<file path="config.mk">
export PLATFORM = sky130hd
export DESIGN_NAME = strum_match_gen
export DESIGN_NICKNAME = d
export VERILOG_FILES = /design/src/rtl/strum_match_gen.sv
export SDC_FILE = /design/constraint.sdc
export NUM_CORES = 1
export LEC_CHECK = 0
export ABC_AREA = 1
export CAP_MARGIN = 5
export CORE_ASPECT_RATIO = 1.2
export CORE_MARGIN = 10
export CORE_UTILIZATION = 40
export DETAILED_ROUTE_END_ITERATION = 8
export SLEW_MARGIN = 20
export SYNTH_ARGS = -nofsm -noshare
export SYNTH_HDL_FRONTEND = slang
export SYNTH_SLANG_ARGS = --single-unit
export TNS_END_PERCENT = 10
</file>
<file path="constraint.sdc">
create_clock -name clk -period 2.7 [get_ports clk]
set_clock_uncertainty 0.05 [all_clocks]
set_input_delay 0.54 -clock clk [delete_from_list [all_inputs] [get_ports clk]]
set_output_delay 0.54 -clock clk [all_outputs]
set_load 0.005 [all_outputs]
</file>
<file path="src/rtl/strum_match_gen.sv">
// Strum front end: synchronises the raw strum button and fret selector, debounces,
// emits one timestamped match event per strum and rejects out-of-range frets.
module strum_match_gen #(
  parameter int unsigned DEBOUNCE_CYCLES = 65000,
  parameter int unsigned RELEASE_CYCLES  = 65000,
  parameter int unsigned CNT_W           = 17,
  parameter int unsigned MAX_FRET        = 24
) (
  input  logic        clk,
  input  logic        rst_n,
  input  logic [15:0] song_time,
  input  logic        song_running,
  input  logic        strum_raw,
  input  logic [4:0]  fret_raw,
  output logic        match_en,
  output logic [4:0]  fret,
  output logic [15:0] match_time,
  output logic        reject,
  output logic [7:0]  strum_count
);

  typedef enum logic [1:0] {
    ST_IDLE,
    ST_DEBOUNCE,
    ST_EMIT,
    ST_WAIT_RELEASE
  } state_t;

  localparam logic [CNT_W-1:0] DEB_L  = CNT_W'(DEBOUNCE_CYCLES);
  localparam logic [CNT_W-1:0] REL_L  = CNT_W'(RELEASE_CYCLES);
  localparam logic [4:0]       FMAX_L = 5'(MAX_FRET);

  logic             strum_m_q, strum_s_q;
  logic [4:0]       fret_m_q, fret_s_q;
  state_t           state_q;
  logic [CNT_W-1:0] cnt_q;
  logic [CNT_W-1:0] cnt_d;
  logic [15:0]      onset_q;
  logic             match_en_q, reject_q;
  logic [4:0]       fret_q;
  logic [15:0]      match_time_q;
  logic [7:0]       strum_count_q;

  assign cnt_d = cnt_q + CNT_W'(1);

  always_ff @(posedge clk or negedge rst_n) begin
    if (!rst_n) begin
      strum_m_q <= 1'b0;
      strum_s_q <= 1'b0;
      fret_m_q  <= '0;
      fret_s_q  <= '0;
    end else begin
      strum_m_q <= strum_raw;
      strum_s_q <= strum_m_q;
      fret_m_q  <= fret_raw;
      fret_s_q  <= fret_m_q;
    end
  end

  // The counter already holds 1 on the first DEBOUNCE cycle, so the compare uses
  // the incremented value: the exit fires after exactly N consecutive synced samples.
  always_ff @(posedge clk or negedge rst_n) begin
    if (!rst_n) begin
      state_q       <= ST_WAIT_RELEASE;
      cnt_q         <= '0;
      onset_q       <= '0;
      match_en_q    <= 1'b0;
      reject_q      <= 1'b0;
      fret_q        <= '0;
      match_time_q  <= '0;
      strum_count_q <= '0;
    end else begin
      match_en_q <= 1'b0;
      reject_q   <= 1'b0;
      unique case (state_q)
        ST_IDLE: begin
          if (strum_s_q) begin
            if (song_running) begin
              onset_q <= song_time;
              cnt_q   <= CNT_W'(1);
              state_q <= ST_DEBOUNCE;
            end else begin
              cnt_q   <= '0;
              state_q <= ST_WAIT_RELEASE;
            end
          end
        end
        ST_DEBOUNCE: begin
          if (!strum_s_q) begin
            cnt_q   <= '0;
            state_q <= ST_IDLE;
          end else if (!song_running) begin
            cnt_q   <= '0;
            state_q <= ST_WAIT_RELEASE;
          end else begin
            cnt_q <= cnt_d;
            if (cnt_d == DEB_L) state_q <= ST_EMIT;
          end
        end
        ST_EMIT: begin
          if (fret_s_q <= FMAX_L) begin
            match_en_q    <= 1'b1;
            fret_q        <= fret_s_q;
            match_time_q  <= onset_q;
            strum_count_q <= strum_count_q + 8'd1;
          end else begin
            reject_q <= 1'b1;
          end
          cnt_q   <= '0;
          state_q <= ST_WAIT_RELEASE;
        end
        ST_WAIT_RELEASE: begin
          if (strum_s_q) begin
            cnt_q <= '0;
          end else if (cnt_d == REL_L) begin
            cnt_q   <= '0;
            state_q <= ST_IDLE;
          end else begin
            cnt_q <= cnt_d;
          end
        end
        default: begin
          cnt_q   <= '0;
          state_q <= ST_WAIT_RELEASE;
        end
      endcase
    end
  end

  assign match_en    = match_en_q;
  assign reject      = reject_q;
  assign fret        = fret_q;
  assign match_time  = match_time_q;
  assign strum_count = strum_count_q;

endmodule

</file>
Word-level counts from Yosys, hierarchy flattened
Index checks and enable logic that the tools add are counted.
{"block": "op_classes", "n_eq_ne": 8, "magnitude_cmp": 1, "muxes": 19, "n_reduce_logical": 4, "add_sub_neg": 2}
{"operator": "2-to-1 mux 17 bit", "n": 5}
{"operator": "one-hot mux 17 bit (4 select lines)", "n": 1}
{"operator": "adder 17 x 1 -> 17 bit, second input constant", "n": 1}
{"operator": "equality test 17 x 16 -> 1 bit, second input constant", "n": 1}
{"operator": "2-to-1 mux 2 bit", "n": 7}
{"operator": "adder 8 x 1 -> 8 bit, second input constant", "n": 1}
{"operator": "one-hot mux 2 bit (4 select lines)", "n": 1}
{"operator": "!= test 2 bit, second input constant", "n": 3}
{"operator": "<= comparator 5 bit, second input constant", "n": 1}
{"operator": "2-to-1 mux 1 bit", "n": 5}
{"operator": "equality test 2 bit, second input constant", "n": 2}
{"operator": "!= test 4 bit, second input constant", "n": 1}
{"operator": "AND reduction 4 bit", "n": 1}
{"operator": "AND reduction 3 bit", "n": 1}
{"operator": "equality test 2 x 1 -> 1 bit, second input constant", "n": 1}
{"operator": "zero test 2 bit", "n": 1}
{"operator": "AND reduction 2 bit", "n": 1}
{"block": "totals", "register_bits": 78, "inputBits": 25, "word_cells": 46}

Depth between registers and ports, before layout
Gate-level depths: netlist of run 1.
{"block": "logic_depth", "depth_word": 6, "mapped_depth": 15, "mapped_depth_nobuf": 14}

Worst setup path before layout of run 1
No wires, ideal clock.
{"block": "synth_path", "path_type": "reg-to-reg", "startpoint": "register cnt_q[0]", "endpoint": "register cnt_q[0]", "setup_time_ns": 0.138, "path_stages_with_launch": 16, "t_arrival_ns": 1.699, "required_time_ns": 2.512, "slack_ns": 0.813, "path_buffers": 1, "synth_period_minus_slack_ns": 1.887, "cell_sequence": "dfrtp_1 ha_1 nand2_2 nor2_4 nand2_2 inv_2 nand3_1 nand2_1 nand2_1 nor2_2 nand3_1 nand3_2 nand2_4 buf_6 nand2_1 nand3_1"}
{"block": "synth_via", "elab_chain_len": 5, "elab_cells_between_ends": 7, "cone_classes": "add/sub (1); eq/ne (1); mux (5)"}
{"element": "from (decl)", "line": "36", "source": "logic [CNT_W-1:0] cnt_q;"}
{"element": "from (signal assigned)", "line": "96", "source": "cnt_q <= cnt_d;"}
{"element": "from (signal assigned)", "line": "119", "source": "cnt_q <= cnt_d;"}
{"element": "adder 17 x 1 -> 17 bit *", "line": "44", "source": "assign cnt_d = cnt_q + CNT_W'(1);"}
{"element": "equality test 17 x 16 -> 1 bit", "line": "115", "source": "end else if (cnt_d == REL_L) begin"}
{"element": "2-to-1 mux 17 bit", "line": "115"}
{"element": "2-to-1 mux 17 bit", "line": "113", "source": "if (strum_s_q) begin"}
{"element": "one-hot mux 17 bit (4 select lines) *", "line": "75", "source": "unique case (state_q)"}
Mark *: on every way between the ends. The rest lies on a longest branch, timed or not.
A chain may end at the register's enable or synchronous reset.

Worst setup path after layout of run 1
{"block": "layout_path", "startpoint": "register cnt_q[0]", "endpoint": "register cnt_q[5]"}
The elaborated chain is that of the path after synthesis.

==> summary.txt, run 1 <==
Outcome
  – Status: finished clean

Critical path
  – Largest stage delay, worst path: 420 ps
  – Critical path's top delay family: simple AND/OR/NAND/NOR gates
  – Worst-path cell chain: ha_1, nand2_2, nor2_4, nand2_2, inv_2, nand3_1, nand2_1, nand2_1, nor2_2, nand3_1, nand3_2, nand2_4, nand2_1, o21ai_0
  – CP required: 2870 ps
  – CP Capture Type: flip-flop
  – Worst-path fanout max: 14
  – CP Buf/Inv Count: 1
  – RR Startpoint: cnt_q[0]$_DFFE_PN0N_
  – Flop2flop setup slack: 550 ps
  – Worst path most repeated cell: nand2_1
  – WS Path Type: reg2reg
  – Slowest cell on crit path: dfrtp_1
  – Critical R2R Capture: cnt_q[5]$_DFFE_PN0N_
  – Critical path endpoint: cnt_q[5]$_DFFE_PN0N_
  – Critical Path Stages: 14
  – Critical Path Source: cnt_q[0]$_DFFE_PN0N_
  – CP Launch Type: flip-flop
  – Arr. time, crit path: 2310 ps
  – R2R depth: 14

Die
  – Die width: 105 µm
  – Vert. Die Dim: 122 µm
  – Core Area: 8520 µm²
  – Starting Density: 40.5%
  – FP Rows: 37
  – Io pins: 56
  – Die ar.: 12800 µm²

Pwr
  – Cell Pwr Density: 494 nW/µm²
  – Peak VDD IR: 0.000295 V
  – Pwr Total: 0.00215 W
  – Leak pwr: 2.08 nW

Clock network
  – Post-CTS sizing: 0
  – Clock slew at reported path FFs: 80 ps
  – Max H-tree Level: 3
  – Num CTS Buffers: 9
  – CTS tree: done
  – Root Driver: clkbuf_8
  – Clock Tree Buf Depth: 2
  – Cts hold-fix bufs: 0
  – Clock Sinks: 78
  – Worst skew pair latency: 350 ps
  – Post-CTS Setup Inserts: 0

Synthesis
  – Ys async rst share: 100%
  – Cells after synthesis: 400
  – Sequential area share after synthesis: 56.6%
  – Yosys warning total: 0
  – Library cells used by synthesis: 29
  – Post-synthesis instance area: 3450 µm²
  – Synth top area cells: dfrtp_1 (55%), nand2_1 (14%), inv_1 (4.7%)
  – Number of synthesized register bits: 78
  – Post-synth top area share: 55.1%
  – Main synth FF type: dfrtp_1
  – Cell taking the most area after synthesis: dfrtp_1
  – Number of flops mapped to enable cells by yosys: 0
  – Avg Inst Size Synth: 8.63 µm²
  – Syn_nets: 427

Global route
  – Largest net degree at the start of global routing: 44
  – Global Route Usage Sum: 12.7%
  – First-pass GRT wire length: 13200 µm
  – Grt total ovfl: 0
  – Vias in the first global route: 2850
  – Antenna violations before repair: 0

Place
  – DP Area: 4150 µm²
  – Pre-CTS WS: 523 ps
  – IO Port Bufs: 55
  – DPL Wire Length: 5690 µm
  – Final GP Congestion: 0.867

Finish
  – Fillers: 838
  – Finished layout cell area: 4350 µm²
  – Net count, final: 489
  – # diodes: 0
  – Area grow syn2layout: 26.0%
  – Fraction of layout cells with a size suffix above 1: 9.42%

STA
  – Slew @ Worst Pin: 533 ps
  – RSZ-0062 raised after global routing: false
  – Fin Setup TNS: 0 ps
  – Final worst path period share: 79.5%
  – Fmax: 466 MHz
  – Minimum clock period: 2150 ps
  – Worst setup margin: 553 ps
  – Slew Limit Fails: 0
  – Rel. slew slack: 64.3%
  – Setup violations, final: 0
  – Final hold vios: 0

Routing
  – DR iter-0 viols: 156
  – Post-route ant nets: 0
  – DRT Pass-1 Iters: 4
  – Vias/cell: 4.72
  – Drt total wl: 7880 µm
  – DRC violation count after routing: 0
  – DR WL/cell: 13.5 µm
  – DR vias: 2754

Job
  – Maxcap violations: 0

Min path
  – Hold WC Path Type: in2async
## area by class of cell
| type | count | area [µm²] | area share, % |
|---|---|---|---|
| Multi-Input combinational cell | 269 | 1290 | 29.6 |
| Sequential cell | 78 | 1950 | 44.9 |
| Clock buffer | 10 | 128 | 2.94 |
| Inverter | 45 | 169 | 3.88 |
| Tap cell | 117 | 146 | 3.37 |
| Timing Repair Buffer | 59 | 591 | 13.6 |
| Clock inverter | 6 | 71.3 | 1.64 |
## cell usage after synthesis, types with 2 or more instances
cell and n:
a21oi_1 11, clkbuf_1 6, dfrtp_1 76, dfstp_2 2, ha_1 2, inv_1 43
inv_2 2, mux2_2 6, nand2_1 128, nand2_2 3, nand3_1 23, nand3_2 3
nand4_1 9, nor2_1 38, nor2_2 4, nor2_4 2, o21ai_0 17, o21ai_1 9
o311ai_0 2, xnor2_1 3, xor2_1 3
## per-layer routing
layer,GRT usage [%],vias up,wire length (µm)
met5,0,-,0
met4,6.10,0,138
met3,3.54,12,358
met1,14.2,1309,3460
met2,21.9,45,3920
li1,-,1388,-
## worst register-to-register path, stage by stage (launching register included)
cell	delay (ps)
dfrtp_1	420
ha_1	230
nand2_2	90
nor2_4	160
nand2_2	110
inv_2	80
nand3_1	70
nand2_1	70
nand2_1	70
nor2_2	140
nand3_1	120
nand3_2	100
nand2_4	130
nand2_1	100
o21ai_0	80
## sequential cells by signal, indices dropped and copies added (netlist names)
| register | cells |
|---|---|
| state_q | 2 |
| strum_s_q | 1 |
| fret | 5 |
| strum_m_q | 1 |
| strum_count | 8 |
| cnt_q | 17 |
| onset_q | 16 |
| fret_m_q | 5 |
| fret_s_q | 5 |
| reject | 1 |
| match_en | 1 |
| match_time | 16 |
## placed cells by master, fill, tap and decap left out, drive strengths merged, types with 5 or more instances in the layout
cell type / netlist / routed
clkdlybuf4s50: 0 / 54
o21ai: 26 / 26
clkbuf: 6 / 10
inv: 45 / 46
buf: 2 / 5
nand3: 26 / 26
a21oi: 11 / 11
mux2: 6 / 6
dfrtp: 76 / 76
nand2: 132 / 132
nor2: 44 / 44
nand4: 9 / 9
## logic make-up (layout without fill, tap and decap cells)
logic type               count (synthesis)  after routing  synth area share, %
AO/OA/AOI/OAI                           42             42                 6.67
XOR/XNOR                                 6              6                 1.52
adder cells (fa/ha/maj)                  2              2                0.725
buffers and inverters                   53            120                 6.02
flip-flops                              78             78                 56.6
multiplexers                             6              6                 1.96
AND/OR/NAND/NOR                        213            213                 26.5
## report_power, final
group          switching [W]  leakage [nW]  internal [W]  total (W)
clock               0.000447        0.0931      0.000434   0.000881
combinational      0.0000406          1.04     0.0000383  0.0000789
sequential        0.00000953         0.943       0.00118    0.00119
## per-stage QoR
step / hold WS [ps] / util, % / std cells
after detailed placement: 287 / 48.7 / 568
after floorplan: 194 / - / 400
after global routing: 113 / 51.0 / 584
after global placement: 283 / 48.7 / 568
final: 87.0 / 51.0 / 584
after CTS: 87.0 / 51.0 / 584
## worst min-delay path by stage
stage / start / endpoint / slack [ps] / cells after the start
2_1_floorplan: rst_n / cnt_q[0]$_DFFE_PN0N_ / 190 / 0
3_3_place_gp: fret_m_q[4]$_DFF_PN0_ / fret_s_q[4]$_DFF_PN0_ / 280 / 0
3_5_place_dp: strum_m_q$_DFF_PN0_ / strum_s_q$_DFF_PN0_ / 290 / 0
4_1_cts: rst_n / match_time[1]$_DFFE_PN0P_ / 90 / 1
5_1_grt: rst_n / match_time[0]$_DFFE_PN0P_ / 110 / 1
6_report: rst_n / match_time[3]$_DFFE_PN0P_ / 90 / 1
No activity file was read; power rests on OpenSTA's default activity.
==> run 2: changes to the inputs <==
PLACE_DENSITY = 0.65   (was default)
clock period = 1.8 ns   (was 2.7 ns; I/O delays follow)
==> summary.txt, run 2 (synthesis gave the netlist of run 1 again) <==
Place
  – Dpl cells: 598 (was 568)
  – DPL Wire Length: 5880 µm (was 5690 µm)
  – IO Port Bufs: 55 (unchanged)
  – Pre-CTS WS: -273 ps (was 523 ps)
  – Final GP Congestion: 0.867 (about the same)

Die
  – Io pins: 56 (unchanged)
  – Vert. Die Dim: 122 µm (unchanged)
  – Core Area: 8520 µm² (unchanged)
  – Starting Density: 40.5% (unchanged)
  – FP Rows: 37 (unchanged)
  – Die width: 105 µm (unchanged)
  – Die ar.: 12800 µm² (unchanged)

Routing
  – DR iter-0 viols: 145 (was 156)
  – DRC violation count after routing: 0 (unchanged)
  – DRT Pass-1 Iters: 4 (unchanged)
  – DR WL/cell: 13.4 µm (was 13.5 µm)
  – Post-route ant nets: 0 (unchanged)
  – Vias/cell: 4.67 (was 4.72)
  – Drt total wl: 8290 µm (was 7880 µm)
  – DR vias: 2898 (was 2754)

Critical path
  – CP Capture Type: flip-flop (unchanged)
  – Arr. time, crit path: 2270 ps (was 2310 ps)
  – CP required: 1980 ps (was 2870 ps)
  – Worst-path fanout max: 7 (was 14)
  – WS Path Type: reg2reg (unchanged)
  – CP Launch Type: flip-flop (unchanged)

Global route
  – Global Route Usage Sum: 13.0% (was 12.7%)
  – First-pass GRT wire length: 13600 µm (was 13200 µm)
  – Grt total ovfl: 0 (unchanged)
  – Antenna violations before repair: 0 (unchanged)
  – Largest net degree at the start of global routing: 32 (was 44)
  – Vias in the first global route: 2847 (was 2850)

Clock network
  – Clock slew at reported path FFs: 90 ps (was 80 ps)
  – CTS tree: done (unchanged)
  – Clock Tree Buf Depth: 2 (unchanged)
  – Worst skew pair latency: 350 ps (about the same)
  – Clock Sinks: 78 (unchanged)
  – Num CTS Buffers: 9 (unchanged)
  – Max H-tree Level: 3 (unchanged)
  – Root Driver: clkbuf_8 (unchanged)

Outcome
  – Status: finished, violations left (was finished clean)
  – Failing checks: negative setup slack

STA
  – RSZ-0062 raised after global routing: true (was false)
  – Final hold vios: 0 (unchanged)
  – Final worst path period share: 116% (was 79.5%)
  – Fmax: 479 MHz (was 466 MHz)
  – Slew Limit Fails: 0 (unchanged)
  – Setup violations, final: 16 (was 0)
  – Slew @ Worst Pin: 403 ps (was 533 ps)
  – Minimum clock period: 2090 ps (was 2150 ps)
  – Worst setup margin: -288 ps (was 553 ps)
  – Rel. slew slack: 73.1% (was 64.3%)

Finish
  – Most frequent cells in the layout: nand2_1 (120), dfrtp_1 (75), clkdlybuf4s50_1 (54) (was nand2_1 (128), dfrtp_1 (76), clkdlybuf4s50_1 (54))
  – # diodes: 0 (unchanged)
  – Area grow syn2layout: 36.7% (was 26.0%)
  – Fraction of layout cells with a size suffix above 1: 20.0% (was 9.42%)
  – Number of flip-flops in the largest register: 17 (unchanged)
  – Net count, final: 526 (was 489)
  – Largest Register: cnt_q (unchanged)
  – Most common cell after layout, fill and taps aside: nand2_1 (unchanged)
  – Post-route insts no fill: 621 (was 584)

Pwr
  – Leak pwr: 2.28 nW (was 2.08 nW)
  – Cell Pwr Density: 672 nW/µm² (was 494 nW/µm²)
  – Peak VDD IR: 0.000393 V (was 0.000295 V)

Job
  – Maxcap violations: 0 (unchanged)

Min path
  – Hold WC Path Type: reg2reg (was in2async)
## run 2: changes by cell type in the layout (fill, tap and decap cells not counted), sizes merged
cell / previous run / this run
buf: 5 / 40
bufinv: 1 / 0
nand2: 132 / 133
dlygate4sd3: 0 / 1
inv: 46 / 48
clkinvlp: 2 / 1
## run 2: timing repair
| item | CTS | global route |
|---|---|---|
| setup endpoints to repair | 16 | 28 |
| gates resized for setup | 6 | 23 |
| gates cloned | 0 | 1 |
| hold endpoints to repair | 25 | 0 |
| pin swaps | 1 | 12 |
| buffers inserted | 2 | 3 |
| hold buffers | 1 | 0 |
## run 2: worst max-delay path, stage by stage, from the launching register on
cell	delay [ps]
dfrtp_1	370
buf_6	110
ha_4	150
nand2_4	50
nor2_4	180
nand2_2	110
nand2_2	90
nand2_2	60
nor2_2	100
nand2_1	70
nor2_2	150
nand3_2	120
nand3_4	130
nand2_8	100
nand2_2	90
nand3_2	50
## run 2: area by class of cell
class / instances / area [µm²]
fillers: 803 / 3800
inverters: 45 / 169
repair buffers: 95 / 867
multi-input cells: 270 / 1400
flip-flops and latches: 78 / 1960
clock inverters: 6 / 53.8
clock buffers: 10 / 128
well taps: 117 / 146
## run 2: power breakdown
group	switching, W	internal (W)
sequential	0.0000133	0.00177
clock	0.000700	0.000525
combinational	0.0000762	0.0000865
total	0.000789	0.00238
## run 2: layer usage
metal  track usage (%)  part of all wire [%]  vias to the layer above
met5                 0                     0                        -
met4              4.12                   1.1                        0
met3              4.12                   4.6                        7
met2              21.7                    50                       55
met1              15.8                    45                     1368
li1                  -                     -                     1468
## run 2: through the flow
step / area [µm²] / power (W) / hold slack, ps / utilization [%] / TNS (ps)
after floorplan: 3450 / 0.00184 / 14.4 / - / -632
after global placement: 4380 / 0.00195 / 270 / 51.4 / -2690
after detailed placement: 4380 / 0.00195 / 265 / 51.4 / -3760
after CTS: 4600 / 0.00319 / 304 / 54.0 / -2890
after global routing: 4720 / 0.00331 / 307 / 55.4 / -6980
final: 4720 / 0.00317 / 303 / 55.4 / -4240
## run 2: path summary, 6_finish.rpt
kind                                  startpoint                          to  slack, ps  cells past startpoint
max in group asynchronous                  rst_n  strum_count[4]$_DFFE_PN0P_        710                      3
min in group asynchronous                  rst_n   match_time[5]$_DFFE_PN0P_        430                      2
min reg2reg                fret_m_q[4]$_DFF_PN0_       fret_s_q[4]$_DFF_PN0_        300                      0
max                         cnt_q[0]$_DFFE_PN0N_        cnt_q[0]$_DFFE_PN0N_       -290                     15
min                        fret_m_q[4]$_DFF_PN0_       fret_s_q[4]$_DFF_PN0_        300                      0
max reg2reg                 cnt_q[0]$_DFFE_PN0N_        cnt_q[0]$_DFFE_PN0N_       -290                     15
==> run 3: changes to the inputs <==
TNS_END_PERCENT = default   (was 10)
==> summary.txt, run 3 (synthesis gave the netlist of run 1 again) <==
STA
  – Final hold vios: 0 (unchanged)
  – Slew Limit Fails: 0 (unchanged)
  – Setup violations, final: 16 (unchanged)
  – Fmax: 487 MHz (was 479 MHz)
  – Minimum clock period: 2060 ps (was 2090 ps)
  – Worst setup margin: -255 ps (was -288 ps)
  – Slew @ Worst Pin: 509 ps (was 403 ps)
  – Hold_ws: 301 ps (was 303 ps)
  – Final worst path period share: 114% (was 116%)
  – Rel. slew slack: 66.1% (was 73.1%)
  – RSZ-0062 raised after global routing: true (unchanged)
  – Fin Setup TNS: -3800 ps (was -4240 ps)

Finish
  – Area grow syn2layout: 37.9% (was 36.7%)
  – Fraction of layout cells with a size suffix above 1: 18.8% (was 20.0%)
  – Multi-input gate area: 1370 µm² (was 1400 µm²)
  – Fin util: 55.9% (was 55.4%)
  – Fillers: 803 (unchanged)
  – Net count, final: 527 (was 526)
  – Largest Register: cnt_q (unchanged)
  – # diodes: 0 (unchanged)
  – Most frequent cells in the layout: nand2_1 (123), dfrtp_1 (76), clkdlybuf4s50_1 (54) (was nand2_1 (120), dfrtp_1 (75), clkdlybuf4s50_1 (54))
  – Post-route insts no fill: 621 (unchanged)
  – Number of flip-flops in the largest register: 17 (unchanged)
  – Most common cell after layout, fill and taps aside: nand2_1 (unchanged)
  – Register area: 1950 µm² (was 1960 µm²)

Place
  – Final GP Congestion: 0.900 (was 0.867)
  – IO Port Bufs: 55 (unchanged)
  – Dpl cells: 600 (was 598)
  – DPL Wire Length: 6010 µm (was 5880 µm)

Clock network
  – Clock Sinks: 78 (unchanged)
  – Root Driver: clkbuf_8 (unchanged)
  – Clock Tree Buf Depth: 2 (unchanged)
  – Max H-tree Level: 3 (unchanged)
  – Worst skew pair latency: 350 ps (about the same)
  – Clock slew at reported path FFs: 80 ps (was 90 ps)
  – CTS tree: done (unchanged)
  – Num CTS Buffers: 9 (unchanged)

Global route
  – Grt total ovfl: 0 (unchanged)
  – Antenna violations before repair: 0 (unchanged)
  – Vias in the first global route: 3072 (was 2847)
  – Global Route Usage Sum: 13.7% (was 13.0%)
  – Largest net degree at the start of global routing: 40 (was 32)
  – First-pass GRT wire length: 14400 µm (was 13600 µm)

Pwr
  – Cell Pwr Density: 746 nW/µm² (was 672 nW/µm²)
  – Pwr Total: 0.00355 W (was 0.00317 W)
  – Leak pwr: 2.30 nW (was 2.28 nW)
  – Peak VDD IR: 0.000536 V (was 0.000393 V)

Routing
  – DR iter-0 viols: 138 (was 145)
  – Drt total wl: 8380 µm (was 8290 µm)
  – Post-route ant nets: 0 (unchanged)
  – DR WL/cell: 13.5 µm (was 13.4 µm)
  – DR vias: 2927 (was 2898)
  – Vias/cell: 4.71 (was 4.67)
  – DRC violation count after routing: 0 (unchanged)
  – DRT Pass-1 Iters: 4 (unchanged)

Die
  – Io pins: 56 (unchanged)
  – FP Rows: 37 (unchanged)
  – Core Area: 8520 µm² (unchanged)
  – Vert. Die Dim: 122 µm (unchanged)
  – Die width: 105 µm (unchanged)
  – Starting Density: 40.5% (unchanged)
  – Die ar.: 12800 µm² (unchanged)

Min path
  – Hold WC Path Type: reg2reg (unchanged)
  – Hold Crit Depth: 0 (unchanged)

Critical path
  – R2R depth: 14 (was 15)
  – Flop2flop setup slack: -260 ps (was -290 ps)
  – Arr. time, crit path: 2230 ps (was 2270 ps)
  – CP Capture Type: flip-flop (unchanged)
  – CP Launch Type: flip-flop (unchanged)
  – CP required: 1970 ps (was 1980 ps)
  – WS Path Type: reg2reg (unchanged)
  – Worst-path fanout max: 7 (unchanged)

Outcome
  – Failing checks: negative setup slack (unchanged)
  – Status: finished, violations left (unchanged)

Job
  – Maxcap violations: 0 (unchanged)
[run 3: cell types whose count changed in the layout (fill, tap and decap cells not counted), moves of 3 or more]
cell,change
nor2_1,+3
nor2_2,-4
nand2_1,+3
bufinv_16,+3
[run 3: metrics by stage]
stage          worst slack [ps]  area (µm²)
2_1_floorplan             -81.5        3460
3_3_place_gp               -184        4400
3_5_place_dp               -246        4400
4_1_cts                    -219        4700
5_1_grt                    -464        4760
6_report                   -255        4760
[run 3: final timing paths]
check	startpoint	end
max	cnt_q[1]$_DFFE_PN0N_	cnt_q[15]$_DFFE_PN0N_
min	fret_m_q[4]$_DFF_PN0_	fret_s_q[4]$_DFF_PN0_
max reg2reg	cnt_q[1]$_DFFE_PN0N_	cnt_q[15]$_DFFE_PN0N_
min reg2reg	fret_m_q[4]$_DFF_PN0_	fret_s_q[4]$_DFF_PN0_
max in group asynchronous	rst_n	onset_q[0]$_DFFE_PN0P_
min in group asynchronous	rst_n	cnt_q[3]$_DFFE_PN0N_
[run 3: cell type report]
type / count / area share [%]
Inverter: 45 / 3.55
Clock buffer: 10 / 2.89
Clock inverter: 5 / 2.26
Multi-Input combinational cell: 270 / 28.8
Timing Repair Buffer: 96 / 18.3
Sequential cell: 78 / 41.1
Tap cell: 117 / 3.08
[run 3: where the power goes]
| part | switching, W | total [W] | internal, W | leakage, nW |
|---|---|---|---|---|
| clock network | 0.000659 | 0.00162 | 0.000957 | 0.123 |
| logic | 0.0000717 | 0.000149 | 0.0000775 | 1.24 |
| registers | 0.0000130 | 0.00178 | 0.00177 | 0.943 |
| total | 0.000744 | 0.00355 | 0.00280 | 2.30 |
[run 3: critical path, stage by stage, from the launching register on]
cell and delay (ps):
dfrtp_1 390, ha_2 210, nand2_2 70, nor2_4 160, nand2_2 110, nand2_1 80, nand2_1 70, nor2_1 100
nand2_1 90, nor2_4 140, nand3_2 110, nand3_4 130, nand2_4 110, nand2_1 80, o21ai_1 50
[run 3: routing by layer]
metal / global-route usage (%) / part of all wire (%)
met1: 16.0 / 43
met2: 23.5 / 50
met3: 3.17 / 4.6
met4: 6.36 / 2.3
met5: 0 / 0
[run 3: timing repair]
item / in CTS / in global routing
hold buffers: 1 / 0
endpoints found under the hold margin: 33 / 0
cloned: 1 / 0
buffers inserted: 3 / 1
pin swaps: 10 / 6
setup endpoints to repair: 17 / 28
resized for setup: 7 / 14
